<file path="src/rtl/fetch_sequencer.sv">
// Fetch-stage controller: owns the PC, runs the syn/ack/last handshake to instruction memory, hands words to decode.
// Latency: one edge from an acked request to f_o_ce; peak rate is one instruction every two cycles.
// Backpressure: f_i_stall holds the issued word and all outputs; no new request is raised until the word is consumed.
//
// Ports:
//   f_clk, f_rst                       clock (rising edge), asynchronous active-high reset
//   f_i_ce                             fetch enable
//   f_i_stall                          decode cannot accept the presented word
//   f_i_change_pc, f_i_alt_pc          one-cycle redirect pulse and its target (used verbatim)
//   f_o_syn, f_o_addr                  memory request and its address (address stable while syn=1)
//   f_i_ack, f_i_instr, f_i_last       memory response; instr/last qualified by ack
//   f_o_instr, f_o_pc, f_o_ce          word presented to decode, its PC, and its valid
//   f_o_done                           last instruction of the program has been consumed
//   f_o_err                            memory ack time-out, sticky until reset
module fetch_sequencer #(
  parameter int unsigned IWIDTH   = 32,
  parameter int unsigned PC_WIDTH = 32,
  parameter int unsigned PC_STEP  = 4,
  parameter logic [PC_WIDTH-1:0] RESET_PC = '0,
  parameter int unsigned TIMEOUT  = 15
) (
  input  logic                f_clk,
  input  logic                f_rst,
  input  logic                f_i_ce,
  input  logic                f_i_stall,
  input  logic                f_i_change_pc,
  input  logic [PC_WIDTH-1:0] f_i_alt_pc,
  output logic                f_o_syn,
  output logic [PC_WIDTH-1:0] f_o_addr,
  input  logic                f_i_ack,
  input  logic [IWIDTH-1:0]   f_i_instr,
  input  logic                f_i_last,
  output logic [IWIDTH-1:0]   f_o_instr,
  output logic [PC_WIDTH-1:0] f_o_pc,
  output logic                f_o_ce,
  output logic                f_o_done,
  output logic                f_o_err
);

  localparam int unsigned CW = $clog2(TIMEOUT + 1);
  localparam logic [PC_WIDTH-1:0] STEP   = PC_WIDTH'(PC_STEP);
  localparam logic [CW-1:0]       TO_MAX = CW'(TIMEOUT);

  typedef enum logic [2:0] {
    S_IDLE  = 3'd0,
    S_REQ   = 3'd1,
    S_ISSUE = 3'd2,
    S_DONE  = 3'd3,
    S_ERR   = 3'd4
  } state_t;

  state_t              state_q, state_d;
  logic [PC_WIDTH-1:0] pc_q, pc_d;
  logic [PC_WIDTH-1:0] addr_q, addr_d;
  logic                syn_q, syn_d;
  logic [IWIDTH-1:0]   instr_q, instr_d;
  logic [PC_WIDTH-1:0] opc_q, opc_d;
  logic                ce_q, ce_d;
  logic                done_q, done_d;
  logic                err_q, err_d;
  logic                last_q, last_d;
  // Set when a redirect arrives while a request is outstanding: the word
  // that eventually answers the stale request must be thrown away.
  logic                drop_q, drop_d;
  logic [CW-1:0]       tcnt_q, tcnt_d;
  logic [CW-1:0]       tcnt_inc;

  assign tcnt_inc = tcnt_q + CW'(1);

  always_comb begin
    state_d = state_q;
    pc_d    = pc_q;
    addr_d  = addr_q;
    syn_d   = syn_q;
    instr_d = instr_q;
    opc_d   = opc_q;
    ce_d    = ce_q;
    done_d  = done_q;
    err_d   = err_q;
    last_d  = last_q;
    drop_d  = drop_q;
    // The time-out counter only lives inside REQ; every other path clears it.
    tcnt_d  = '0;

    case (state_q)
      S_IDLE: begin
        if (f_i_change_pc) begin
          pc_d = f_i_alt_pc;
        end else if (f_i_ce) begin
          state_d = S_REQ;
          syn_d   = 1'b1;
          addr_d  = pc_q;
        end
      end

      S_REQ: begin
        if (f_i_ack && f_i_change_pc) begin
          // Word answering this request is stale; re-request at the target.
          pc_d   = f_i_alt_pc;
          addr_d = f_i_alt_pc;
          drop_d = 1'b0;
        end else if (f_i_ack && drop_q) begin
          // pc already holds the redirect target; keep syn up and move the address.
          addr_d = pc_q;
          drop_d = 1'b0;
        end else if (f_i_ack) begin
          instr_d = f_i_instr;
          opc_d   = pc_q;
          ce_d    = 1'b1;
          syn_d   = 1'b0;
          pc_d    = pc_q + STEP;
          last_d  = f_i_last;
          state_d = S_ISSUE;
        end else begin
          if (f_i_change_pc) begin
            pc_d   = f_i_alt_pc;
            drop_d = 1'b1;
          end
          if (tcnt_inc == TO_MAX) begin
            state_d = S_ERR;
            syn_d   = 1'b0;
            err_d   = 1'b1;
            drop_d  = 1'b0;
          end else begin
            tcnt_d = tcnt_inc;
          end
        end
      end

      S_ISSUE: begin
        if (f_i_change_pc) begin
          // Flush the presented word regardless of stall.
          pc_d   = f_i_alt_pc;
          ce_d   = 1'b0;
          last_d = 1'b0;
          if (f_i_ce) begin
            state_d = S_REQ;
            syn_d   = 1'b1;
            addr_d  = f_i_alt_pc;
          end else begin
            state_d = S_IDLE;
          end
        end else if (!f_i_stall) begin
          ce_d = 1'b0;
          if (last_q) begin
            state_d = S_DONE;
            done_d  = 1'b1;
            last_d  = 1'b0;
          end else if (f_i_ce) begin
            state_d = S_REQ;
            syn_d   = 1'b1;
            addr_d  = pc_q;
          end else begin
            state_d = S_IDLE;
          end
        end
      end

      S_DONE: begin
        if (f_i_change_pc) begin
          pc_d   = f_i_alt_pc;
          done_d = 1'b0;
          if (f_i_ce) begin
            state_d = S_REQ;
            syn_d   = 1'b1;
            addr_d  = f_i_alt_pc;
          end else begin
            state_d = S_IDLE;
          end
        end
      end

      S_ERR: begin
        // Terminal until reset; redirects and acks have no effect.
      end

      default: begin
        state_d = S_IDLE;
        syn_d   = 1'b0;
        ce_d    = 1'b0;
      end
    endcase
  end

  always_ff @(posedge f_clk or posedge f_rst) begin
    if (f_rst) begin
      state_q <= S_IDLE;
      pc_q    <= RESET_PC;
      addr_q  <= RESET_PC;
      syn_q   <= 1'b0;
      instr_q <= '0;
      opc_q   <= '0;
      ce_q    <= 1'b0;
      done_q  <= 1'b0;
      err_q   <= 1'b0;
      last_q  <= 1'b0;
      drop_q  <= 1'b0;
      tcnt_q  <= '0;
    end else begin
      state_q <= state_d;
      pc_q    <= pc_d;
      addr_q  <= addr_d;
      syn_q   <= syn_d;
      instr_q <= instr_d;
      opc_q   <= opc_d;
      ce_q    <= ce_d;
      done_q  <= done_d;
      err_q   <= err_d;
      last_q  <= last_d;
      drop_q  <= drop_d;
      tcnt_q  <= tcnt_d;
    end
  end

  assign f_o_syn   = syn_q;
  assign f_o_addr  = addr_q;
  assign f_o_instr = instr_q;
  assign f_o_pc    = opc_q;
  assign f_o_ce    = ce_q;
  assign f_o_done  = done_q;
  assign f_o_err   = err_q;

endmodule

</file>
<file path="config.mk">
export PLATFORM = sky130hd
export DESIGN_NAME = fetch_sequencer
export DESIGN_NICKNAME = d
export VERILOG_FILES = /design/src/rtl/fetch_sequencer.sv
export SDC_FILE = /design/constraint.sdc
export NUM_CORES = 1
export LEC_CHECK = 0
export CAP_MARGIN = 20
export CELL_PAD_IN_SITES_DETAIL_PLACEMENT = 1
export CELL_PAD_IN_SITES_GLOBAL_PLACEMENT = 1
export CORE_MARGIN = 2
export CORE_UTILIZATION = 40
export CTS_CLUSTER_DIAMETER = 150
export DETAILED_ROUTE_END_ITERATION = 8
export PLACE_DENSITY = 0.86
export SETUP_SLACK_MARGIN = 0.02
export SYNTH_ARGS = -nofsm -noshare
export SYNTH_HDL_FRONTEND = slang
export SYNTH_SLANG_ARGS = --single-unit
export TNS_END_PERCENT = 10
</file>
<file path="constraint.sdc">
create_clock -name f_clk -period 9.8 [get_ports f_clk]
set_input_delay 0.98 -clock f_clk [delete_from_list [all_inputs] [get_ports f_clk]]
set_output_delay 0.98 -clock f_clk [all_outputs]
set_load 0.05 [all_outputs]
</file>
==> metrics.md <==
| Metric | Value |
|---|---|
| Clock Sinks | ~140 |
| Initial antenna violation count | 0 |
| Fill count | roughly 1,900 |
| Pins Over Slew Limit | 0 |
| Layout Nets | 978 |
| Final wirelength | 23,500 µm |
| Routability cong. | 0.831 |
| Ys async rst share | 100% |
| Worst hold path endpoint | f_o_instr[12]$_DFFE_PP0P_ |
| CP Buf/Inv Count | 3 |
| Die H | between 100 and 150 µm |
| Post-CTS setup buffers | 0 |
| Worst Hold Depth | 2 |
| Resize count post-CTS | 0 |
| R2R depth | 6 |
| Reg2reg setup slack | between 6 and 7 ns |
| Sequential power share | slightly below 30% |
| Most Frequent Cell on Critical Path | buf_4 |
| Synth Register Bits | 141 |
| DR vias/cell | ~5.8 |
| Worst-path clk slew | about 0.060 ns |
| GRT Overall Usage | 26.4% |
| Commonest non-fill, non-tap cell in the layout | nand2_1 |
| 1st-pass router iterations | 5 |
| Register area share after synthesis | 51.4% |
| CP startpoint kind | input pin |
| Wire per inst | ~21 µm |
| DRC viols | 0 |
| Predominant post-synthesis flop cell | dfrtp_1 |
| Worst rel slew slack | 32.5% |
| Critical path's largest stage delay | 0.59 ns |
| # port buffers | 170 |
| Clock Skews | 0.00755 ns |
| RSZ-0062 raised after global routing | no |
| Final setup fails | 0 |
| Critical path class | in2reg |
| Post-route ant nets | 0 |
| Finished Cell Area | 9350 µm² |
| Status | finished, final reports clean |
| Synthesized area | slightly below 7000 µm² |
| Most frequent cells in the layout | nand2_1 (210), clkdlybuf4s50_1 (170), dfrtp_1 (141) |
| Largest net degree at the start of global routing | 89 |
| Post-DP HPWL | approximately 16,000 µm |
| H-tree levels | 4 |
| Slew @ Worst Pin | around 1.0 ns |
| Grt met1 use | between 30% and 40% |
| Worst Min Path Start | f_o_instr[12]$_DFFE_PP0P_ |
| Hold Fails Final Rpt | 0 |
| Syn avg cell area | 9.02 µm² |
| Die Area | ~18,000 µm² |
| # Max-Cap Violations | 0 |
| Total power | around 3500 µW |
| Shortest period the worst path allows | roughly 3.8 ns |
| Worst Path Arrival | a little over 4 ns |
| # rows | 47 |
| Cell count after synthesis | approximately 760 |
| Share of layout cells above drive strength 1 | under 10% |
| Worst path cell trace | clkdlybuf4s50_1 > buf_4 > nor2b_1 > a221oi_2 > a21boi_4 > o21ai_2 > buf_4 > a221o_1 |
| Vias in the first global route | between 7,000 and 8,000 |
| Setup Total Neg Slack | 0 ns |
| Clock Power Share | roughly a fifth |
| Hold crit path type | reg2reg |
| Syn_nets | around 840 |
| Psw | approximately 1700 µW |
| Met3 usage | 4.73% |
| Initial core utilization | between 40% and 50% |
| Final period util | slightly below 40% |
| Max FO, Critical Path | roughly 40 |
| RR Endpoint | pc_q[21]$_DFFE_PP0P_ |
| Pwr Density | between 300 and 400 nW/µm² |
| Diodes inserted | 0 |
| First-pass GRT wire length | 37,900 µm |
| Clock root buffer | clkbuf_16 |
| Peak VDD IR | ~0.24 mV |
| Lkg Pwr | approximately 0.0041 µW |
| CTS Hold Bufs | 0 |
| Sw frac | a little under half |
| Crit. End Element | flop |
| Yosys Warn Count | 0 |
| CP max stage cell | a21boi_4 |
| Clock Latency Late Sink | between 0.4 and 0.5 ns |
| Reg-to-reg startpoint | state_q[0]$_DFFE_PP0P_ |
| Via count | between 6,000 and 7,000 |
| GRT met2 Usage | between 40% and 50% |
| Number of buffers on the longest clock path | 2 |
| Highest clock rate | roughly 260 MHz |
| Starting DRT DRC Count | 563 |
| CP required | between 10 and 15 ns |
| Top Family by Delay on Critical Path | compound AO/OA/AOI/OAI gates |
| CTS tree | yes |
| Total CTS buffers | 17 |
| Synth cell types | 65 |
| Core Area | 16,700 µm² |
| Syn-to-layout area delta | 36.1% |
| Placed inst area | a little under 9000 µm² |
| Layout Cells excl Fill | approximately 1,100 |
| Internal | 1860 µW |
| Fin util | around 56% |
| Ports | ~170 |
| Die Width | roughly 140 µm |
| Number of synthesized flops with an enable pin | 0 |
| Combinational Power Share | between 50% and 60% |
| GR peak layer | met2 |
| Grt ovf | 0 |
| Placed cell count | about 1,100 |
==> state kept, by name, summed over array words and instances (netlist names) <==
signal / count
pc_q: 32
f_o_syn: 1
last_q: 1
f_o_err: 1
f_o_pc: 32
drop_q: 1
f_o_ce: 1
state_q: 3
f_o_done: 1
f_o_instr: 32
tcnt_q: 4
f_o_addr: 32
==> power by group through the flow <==
stage	logic [µW]	clock network [µW]	registers, µW
2_1_floorplan	550	0	1630
3_3_place_gp	1750	0	1010
3_5_place_dp	1790	0	1020
4_1_cts	1810	695	1020
5_1_grt	1900	721	1050
6_report	1800	689	1020
==> logic make-up after synthesis <==
| family | synth area share, % |
|---|---|
| compound gates | 21.0 |
| simple gates | 21.6 |
| buf+inv | 3.92 |
| flops | 51.4 |
| mux | 0.911 |
| xor+xnor | 0.638 |
| fa+ha+maj | 0.547 |
==> how the worst max path moves through the flow <==
stage	from	to	slack, ns	cells past startpoint
3_5_place_dp	f_i_change_pc	pc_q[21]$_DFFE_PP0P_	5.61	8
2_1_floorplan	f_rst	drop_q$_DFFE_PP0P_	5.04	1
4_1_cts	f_i_change_pc	pc_q[21]$_DFFE_PP0P_	6.04	8
3_3_place_gp	f_i_change_pc	pc_q[21]$_DFFE_PP0P_	5.76	8
6_report	f_i_change_pc	f_o_addr[1]$_DFFE_PP0P_	6.00	8
5_1_grt	f_i_change_pc	pc_q[21]$_DFFE_PP0P_	5.69	8
==> worst register-to-register path, stage by stage, from the launching register on <==
cell,delay (ns)
dfrtp_1,0.71
nor2b_1,0.66
o211ai_1,0.41
nor2_4,0.41
buf_4,0.57
nand3_1,0.25
o311ai_0,0.34
==> final cells by class <==
| class | instances | area, µm² | area share, % |
|---|---|---|---|
| flip-flops and latches | 141 | 3530 | 37.8 |
| multi-input cells | 551 | 3090 | 33.0 |
| repair buffers | 180 | 1780 | 19.0 |
| clock buffers | 21 | 460 | 4.93 |
| well taps | 220 | 275 | 2.95 |
| clock inverters | 11 | 165 | 1.77 |
| inverters | 13 | 53.8 | 0.576 |
==> per-layer routing <==
| metal | part of all wire, % | wire, µm | vias up |
|---|---|---|---|
| met4 | 2.4 | 562 | 0 |
| met3 | 6.3 | 1470 | 46 |
| met1 | 43 | 10000 | 3359 |
| li1 | - | - | 2989 |
| met5 | 0 | 0 | - |
| met2 | 49 | 11500 | 248 |
==> cells in the mapped netlist (2+ instances only) <==
cell	number	area (µm²)
mux2_2	2	22.5
clkbuf_1	40	150
mux2i_1	4	40.0
a22o_1	26	228
a22oi_1	21	158
o21bai_1	2	15.0
o211ai_1	10	75.1
inv_1	12	45.0
nor4b_1	2	17.5
xor2_1	4	35.0
a2bb2oi_1	2	17.5
a221oi_1	2	17.5
ha_1	3	37.5
nor4_1	5	31.3
a221o_1	23	230
o21ai_0	39	195
a211oi_1	3	22.5
and4_1	4	35.0
nor2_1	51	191
and3_1	11	68.8
o311ai_0	5	43.8
nor2b_1	5	31.3
or4_1	3	22.5
buf_1	8	30.0
o31a_1	2	17.5
buf_2	8	40.0
o22a_1	2	17.5
a31oi_1	8	50.1
nand2_1	210	788
a21oi_1	30	150
dfrtp_1	141	3530
o22ai_1	2	12.5
nand3b_1	2	15.0
nand4_1	11	68.8
o21a_1	3	22.5
nand2b_1	5	31.3
nor3_1	8	40.0
nand3_1	15	75.1
==> per-stage QoR <==
stage / setup slack, ns / hold slack [ns]
after global routing: 5.69 / 0.498
after detailed placement: 5.61 / 0.461
after global placement: 5.76 / 0.457
after floorplan: 5.04 / 0.449
final: 6.00 / 0.474
after CTS: 6.04 / 0.476
Power figures use the tool's default switching activity.
